===== config.mk =====
export PLATFORM = sky130hd
export DESIGN_NAME = if_fetch_flat
export DESIGN_NICKNAME = d
export VERILOG_FILES = /design/src/rtl/if_fetch_pkg.sv /design/src/rtl/if_fetch_if.sv /design/src/rtl/if_fetch.sv /design/src/flat_wrapper.sv
export SDC_FILE = /design/constraint.sdc
export NUM_CORES = 1
export LEC_CHECK = 0
export CORE_MARGIN = 2
export CORE_UTILIZATION = 54
export DETAILED_ROUTE_END_ITERATION = 10
export PLACE_DENSITY = 0.88
export SLEW_MARGIN = 0
export SYNTH_ARGS = -nofsm -noshare
export SYNTH_HDL_FRONTEND = slang
export SYNTH_SLANG_ARGS = --single-unit

===== constraint.sdc =====
create_clock -name clk -period 6.6 [get_ports clk]
set_input_delay 1.32 -clock clk [delete_from_list [all_inputs] [get_ports clk]]
set_output_delay 1.32 -clock clk [all_outputs]
set_load 0.03 [all_outputs]

===== src/rtl/if_fetch_pkg.sv =====
// Shared types and constants for the instruction-fetch stage.
// The byte-wide memory bus and the fetch FSM encoding live here.
package if_fetch_pkg;

  localparam int unsigned AddrW = 32;
  localparam int unsigned InstW = 32;
  localparam int unsigned ByteW = 8;

  typedef logic [AddrW-1:0] addr_t;
  typedef logic [InstW-1:0] inst_t;
  typedef logic [ByteW-1:0] byte_t;

  localparam addr_t Zero32 = '0;
  localparam addr_t PcStep = 32'd4;

  typedef enum logic [2:0] {
    StS0   = 3'd0,
    StS1   = 3'd1,
    StS2   = 3'd2,
    StS3   = 3'd3,
    StS4   = 3'd4,
    StHold = 3'd5
  } fetch_state_e;

endpackage


===== src/rtl/if_fetch_if.sv =====
// Byte-wide synchronous instruction-memory bus: address/read-enable out, data back
// one cycle after the address.
interface if_fetch_if;
  import if_fetch_pkg::*;

  addr_t mem_a;
  logic  mem_re;
  byte_t mem_din;

  modport master (output mem_a, output mem_re, input mem_din);
  modport slave  (input mem_a, input mem_re, output mem_din);

endinterface


===== src/rtl/if_fetch.sv =====
// Instruction fetch: assembles one 32-bit instruction from four byte reads and
// presents {pc, inst, valid} to IF/ID, honouring stall and branch redirect.
module if_fetch
  import if_fetch_pkg::*;
#(
  parameter logic [31:0] RESET_PC = 32'h0000_0000
) (
  input  logic              clk,
  input  logic              rst,
  input  logic              stall,
  input  logic              branch_flag,
  input  addr_t             branch_target,
  if_fetch_if.master        mem,
  output addr_t             if_pc,
  output inst_t             if_inst,
  output logic              if_valid
);

  fetch_state_e state_q, state_d;
  addr_t        pc_q, pc_d;
  byte_t        b0_q, b0_d, b1_q, b1_d, b2_q, b2_d;
  addr_t        if_pc_q, if_pc_d;
  inst_t        if_inst_q, if_inst_d;
  logic         if_valid_q, if_valid_d;

  addr_t        mem_a;
  logic         mem_re;

  always_comb begin
    state_d    = state_q;
    pc_d       = pc_q;
    b0_d       = b0_q;
    b1_d       = b1_q;
    b2_d       = b2_q;
    if_pc_d    = if_pc_q;
    if_inst_d  = if_inst_q;
    if_valid_d = if_valid_q;

    if (branch_flag) begin
      // Redirect wins over stall and over an instruction completing in S4.
      state_d    = StS0;
      pc_d       = branch_target;
      if_valid_d = 1'b0;
    end else begin
      unique case (state_q)
        StS0: state_d = StS1;
        StS1: begin
          b0_d    = mem.mem_din;
          state_d = StS2;
        end
        StS2: begin
          b1_d    = mem.mem_din;
          state_d = StS3;
        end
        StS3: begin
          b2_d    = mem.mem_din;
          state_d = StS4;
        end
        StS4: begin
          if_inst_d  = {mem.mem_din, b2_q, b1_q, b0_q};
          if_pc_d    = pc_q;
          if_valid_d = 1'b1;
          pc_d       = pc_q + PcStep;
          state_d    = StHold;
        end
        StHold: begin
          // The S0 address issue is folded into HOLD on release.
          if (!stall) begin
            if_valid_d = 1'b0;
            state_d    = StS1;
          end
        end
        default: state_d = StS0;
      endcase
    end
  end

  always_comb begin
    mem_a  = pc_q;
    mem_re = 1'b0;
    if (!rst && !branch_flag) begin
      unique case (state_q)
        StS0:   mem_re = 1'b1;
        StS1: begin
          mem_a  = pc_q + 32'd1;
          mem_re = 1'b1;
        end
        StS2: begin
          mem_a  = pc_q + 32'd2;
          mem_re = 1'b1;
        end
        StS3: begin
          mem_a  = pc_q + 32'd3;
          mem_re = 1'b1;
        end
        StHold: mem_re = !stall;
        default: mem_re = 1'b0;
      endcase
    end
  end

  always_ff @(posedge clk) begin
    if (rst) begin
      state_q    <= StS0;
      pc_q       <= RESET_PC;
      b0_q       <= '0;
      b1_q       <= '0;
      b2_q       <= '0;
      if_pc_q    <= Zero32;
      if_inst_q  <= Zero32;
      if_valid_q <= 1'b0;
    end else begin
      state_q    <= state_d;
      pc_q       <= pc_d;
      b0_q       <= b0_d;
      b1_q       <= b1_d;
      b2_q       <= b2_d;
      if_pc_q    <= if_pc_d;
      if_inst_q  <= if_inst_d;
      if_valid_q <= if_valid_d;
    end
  end

  assign mem.mem_a  = mem_a;
  assign mem.mem_re = mem_re;
  assign if_pc      = if_pc_q;
  assign if_inst    = if_inst_q;
  assign if_valid   = if_valid_q;

endmodule


===== src/flat_wrapper.sv =====
// flat-port wrapper written by rule: the top's interface ports become plain ports
module if_fetch_flat import if_fetch_pkg::*;
#(
  parameter logic [31:0] RESET_PC = 32'h0000_0000
)
  (clk, rst, stall, branch_flag, branch_target, if_pc, if_inst, if_valid, mem_mem_a, mem_mem_re, mem_mem_din);
  if_fetch_if mem_i ();
  input  logic clk;
  input  logic rst;
  input  logic stall;
  input  logic branch_flag;
  input  addr_t branch_target;
  output addr_t if_pc;
  output inst_t if_inst;
  output logic if_valid;
  output wire logic [$bits(mem_i.mem_a)-1:0] mem_mem_a;
  output wire logic [$bits(mem_i.mem_re)-1:0] mem_mem_re;
  input wire logic [$bits(mem_i.mem_din)-1:0] mem_mem_din;
  assign mem_mem_a = mem_i.mem_a;
  assign mem_mem_re = mem_i.mem_re;
  assign mem_i.mem_din = mem_mem_din;
  if_fetch #(.RESET_PC(RESET_PC)) u_core (.clk(clk), .rst(rst), .stall(stall), .branch_flag(branch_flag), .branch_target(branch_target), .mem(mem_i), .if_pc(if_pc), .if_inst(if_inst), .if_valid(if_valid));
endmodule

Yosys cells after proc, flatten, opt, wreduce, memory -nomap -nowiden
Index checks and enable logic that the tools add are counted.
- flip-flop bits (word level): 124
- output and inout bits: 98
- bits of input ports: 44
- mux-type cells: 10
- bitwise operators: 1
- $add $sub $neg: 4
- reductions and logical operators: 14
- eq/ne operators: 6
- operators by type and width (operator ; number):
    $mux W32 ; 3
    $pmux W32 S3 ; 1
    $add A32 B2 Y32 const B ; 2
    $add A32 B1 Y32 const B ; 1
    $add A32 B3 Y32 const B ; 1
    $pmux W3 S6 ; 1
    $reduce_and A2 Y1 ; 5
    $eq A3 B2 Y1 const B ; 2
    $eq A3 B3 Y1 const B ; 2
    $pmux W1 S2 ; 2
    $reduce_bool A2 Y1 ; 2
    $reduce_or A4 Y1 ; 1
    $eq A3 B1 Y1 const B ; 1
    $logic_not A1 Y1 ; 3
    $logic_not A3 Y1 ; 1
    $mux W3 ; 1
    $mux W1 ; 2
    $ne A2 B2 Y1 const B ; 1
    $reduce_or A2 Y1 ; 1
    $logic_and A1 B1 Y1 ; 1
    $not A1 Y1 ; 1

Depth between registers and ports, before layout
- depth after elaboration: 4
- depth in mapped cells: 10

Worst setup path before layout
No wires, ideal clock.
- path type: input to output
- start: input port rst
- end: output port mem_mem_a[31]
- buffers on the path: 1
- data arrival time: 3.244 ns
- slack: 2.036 ns
- data required time: 5.280 ns
- stages on the path: 5
- cells stage by stage: or2_1 > clkbuf_1 > nor2_1 > o21ai_0 > o41ai_1
- cells in the longest elaborated chain, start to end: 3
- ends and longest elaborated chain (element ; RTL line ; RTL):
    start: declaration ; flat_wrapper.sv:9 ; input logic rst;
    $logic_not A1 Y1 ; if_fetch.sv:81 ; if (!rst && !branch_flag) begin
    $logic_and A1 B1 Y1 ; if_fetch.sv:81 ;
    $mux W32 ; if_fetch.sv:81 ;
    end: declaration ; flat_wrapper.sv:16 ; output wire logic [$bits(mem_i.mem_a)-1:0] mem_mem_a;
No other way between the ends.

Worst setup path in the final report
- start: input port branch_flag
- end: output port mem_mem_a[9]
- cells in the longest elaborated chain, start to end: 3
- ends and longest elaborated chain (element ; RTL line ; RTL):
    start: declaration ; flat_wrapper.sv:11 ; input logic branch_flag;
    $logic_not A1 Y1 ; if_fetch.sv:81 ;
    $logic_and A1 B1 Y1 ; if_fetch.sv:81 ;
    $mux W32 ; if_fetch.sv:81 ;
No other way between the ends.

==> impl_results.md <==
- Worst EP required: 5.28 ns
- Layout Utilization: 73.1%
- Clk slew on worst S/H paths: 0.06 ns
- Worst-path maximum fanout: 15
- Avg Cell Area, Syn: 7.73 um2
- Maximum vdd drop: 0.202 mV
- Die H: 109 um
- Fin crit share: 83.7%
- Clock buffer count from CTS: 17
- Slack of the critical path: 1.08 ns
- Clock sinks: 124
- IO Pins: 142
- CTS tree: done
- Gr ovfl total: 0
- Area leader, netlist: dfxtp_1
- Initial DRC count: 696
- Skew-Pair Late Insertion Delay: 0.53 ns
- Post-place setup slack: 1.12 ns
- Post-synth EDFFs: 0
- CTS Buffer Depth: 2
- Setup TNS: 0 ns
- Worst Hold Depth: 2
- Minimum clock period: 5.52 ns
- Yosys warns: 0
- Global-route wire length before repair: 28,400 um
- Worst Clk Skew: 0.00660 ns
- Top_reg_cell synth: dfxtp_1
- DR vias/cell: 5.80
- Slew Limit Fails: 0
- DRC: 0
- Initial core utilization: 55.2%
- Final wirelength: 18,200 um
- Commonest cells in the netlist: nand2_1, dfxtp_1, a21oi_1, nor2_1, clkbuf_1
- Count leader, synth: nand2_1
- Synth unique cells: 55
- Gates resized, CTS repair: 0
- Antenna Nets Post-Route: 0
- GRT Util Overall: 31.0%
- Critical Path AT: 4.20 ns
- Vias: 5,942
- Row Count: 38
- Cts hold-fix bufs: 0
- Async set or reset register ratio after synthesis: 0%
- Setup Crit Path Kind: in -> out
- Register area share after synthesis: 41.7%
- Static Leak: 0.00279 uW
- Root buffer cell: clkbuf_8
- HP Class: reg -> reg
- H-tree Lvls: 4
- RSZ-0062 raised after global routing: false
- Share of layout cells above drive strength 1: 6.21%
- Nets: 920
- Final hold violation count: 0
- Max Clock Freq: 181 MHz
- Top cell type's share of synthesized area: 41.7%
- Postcts setup bufs: 0
- Top cells by area, synth: dfxtp_1, nand2_1, a21oi_1, xor2_1, nor2_1
- Synth Register Bits: 124
- DIE WIDTH: 109 um
- Vias in the first global route: 5,460
- Critical Path Sink Type: primary output
- Worst Tran Pin Value: 0.862 ns
- Synth Instances: 770
- Inserted Diodes: 0
- Core Area: 0.0108 mm2
- Area growth syn-to-layout: 32.6%
- Crit path launch type: primary input
- Drt first pass iters: 6
- FF-to-FF path depth: 5
- Max cap viols: 0
- Port Buffers: 141
- Slew headroom: 42.4%
- Synthesized cell area: 0.00595 mm2
- Pin count of the biggest net entering global routing: 65
- Net count after synthesis: 818
- Status: completed
- Initial antenna violation count: 0
- PD cells: 243 mW/mm2
- Die Footprint: 0.0119 mm2
- Routability cong.: 0.957
- Drt wl/cell: 17.7 um
- Setup violators final: 0
- DP HPWL: 11,900 um
-- cell families (layout without fill, tap and decap cells) --
logic type / count (synthesis) / count (layout) / share of synthesized area (%)
adder cells (fa/ha/maj): 4 / 4 / 0.967
AO/OA/AOI/OAI: 145 / 145 / 13.7
multiplexers: 15 / 15 / 2.52
AND/OR/NAND/NOR: 364 / 364 / 28.6
buffers and inverters: 68 / 183 / 5.17
flip-flops: 124 / 124 / 41.7
XOR/XNOR: 50 / 50 / 7.35
-- where the power goes --
part / switching (uW) / internal (uW)
clock network: 370 / 582
logic: 93.7 / 74.2
registers: 34.6 / 764
total: 499 / 1420
-- registers in the layout, summed over array words and instances, names as in the netlist --
signal	flops
u_core.if_pc	32
u_core.pc_q	32
u_core.state_q	3
u_core.b0_q	8
u_core.b2_q	8
u_core.if_inst	32
u_core.b1_q	8
u_core.if_valid	1
-- layout make-up --
class / count / area (um2)
multi-input combinational: 578 / 3170
fill: 816 / 2900
sequential: 124 / 2480
timing repair buffer: 146 / 1450
clock buffer: 17 / 414
clock inverter: 15 / 185
tap: 140 / 175
inverter: 5 / 18.8
-- path summary, 6_finish.rpt --
check	startpoint	slack [ns]	endpoint
setup reg to reg	u_core.state_q[2]	4.05	u_core.if_pc[31]
setup / recovery	branch_flag	1.08	mem_mem_a[9]
hold / removal	u_core.b0_q[4]	0.45	u_core.if_inst[4]
hold reg to reg	u_core.b0_q[4]	0.45	u_core.if_inst[4]
-- cells in the final DEF, fill, tap and decap left out, types with 16 or more instances in the layout --
master / count
nor2_1: 58
nand2_1: 207
xnor2_1: 18
nand3_1: 17
a211oi_1: 16
xor2_1: 32
clkbuf_16: 16
clkdlybuf4s50_1: 140
dfxtp_1: 124
a21oi_1: 103
nor3_1: 16
-- stage by stage --
stage                     area, um2  hold slack, ns  power (uW)  instances
after floorplan                5950           0.431         903        770
after global placement         7290           0.438         976        993
after detailed placement       7290           0.444         978        993
after CTS                      7890           0.454        1920       1025
after global routing           7890           0.464        1970       1025
final                          7890           0.453        1920       1025
-- metal layers --
| layer | GRT usage [%] | vias up | wire length (um) |
|---|---|---|---|
| li1 | - | 2817 | - |
| met1 | 39.8 | 2715 | 7370 |
| met2 | 49.8 | 349 | 8520 |
| met3 | 7.89 | 61 | 1760 |
| met4 | 12.3 | 0 | 520 |
| met5 | 0 | - | 0 |
-- worst max-delay path, stage by stage --
cell             delay, ns
clkdlybuf4s50_1       0.42
or2_1                 0.28
or2_1                 0.44
or3_1                 0.63
nor2_1                0.22
xor2_1                0.19
clkdlybuf4s50_1       0.70
Power figures use the tool's default switching activity.
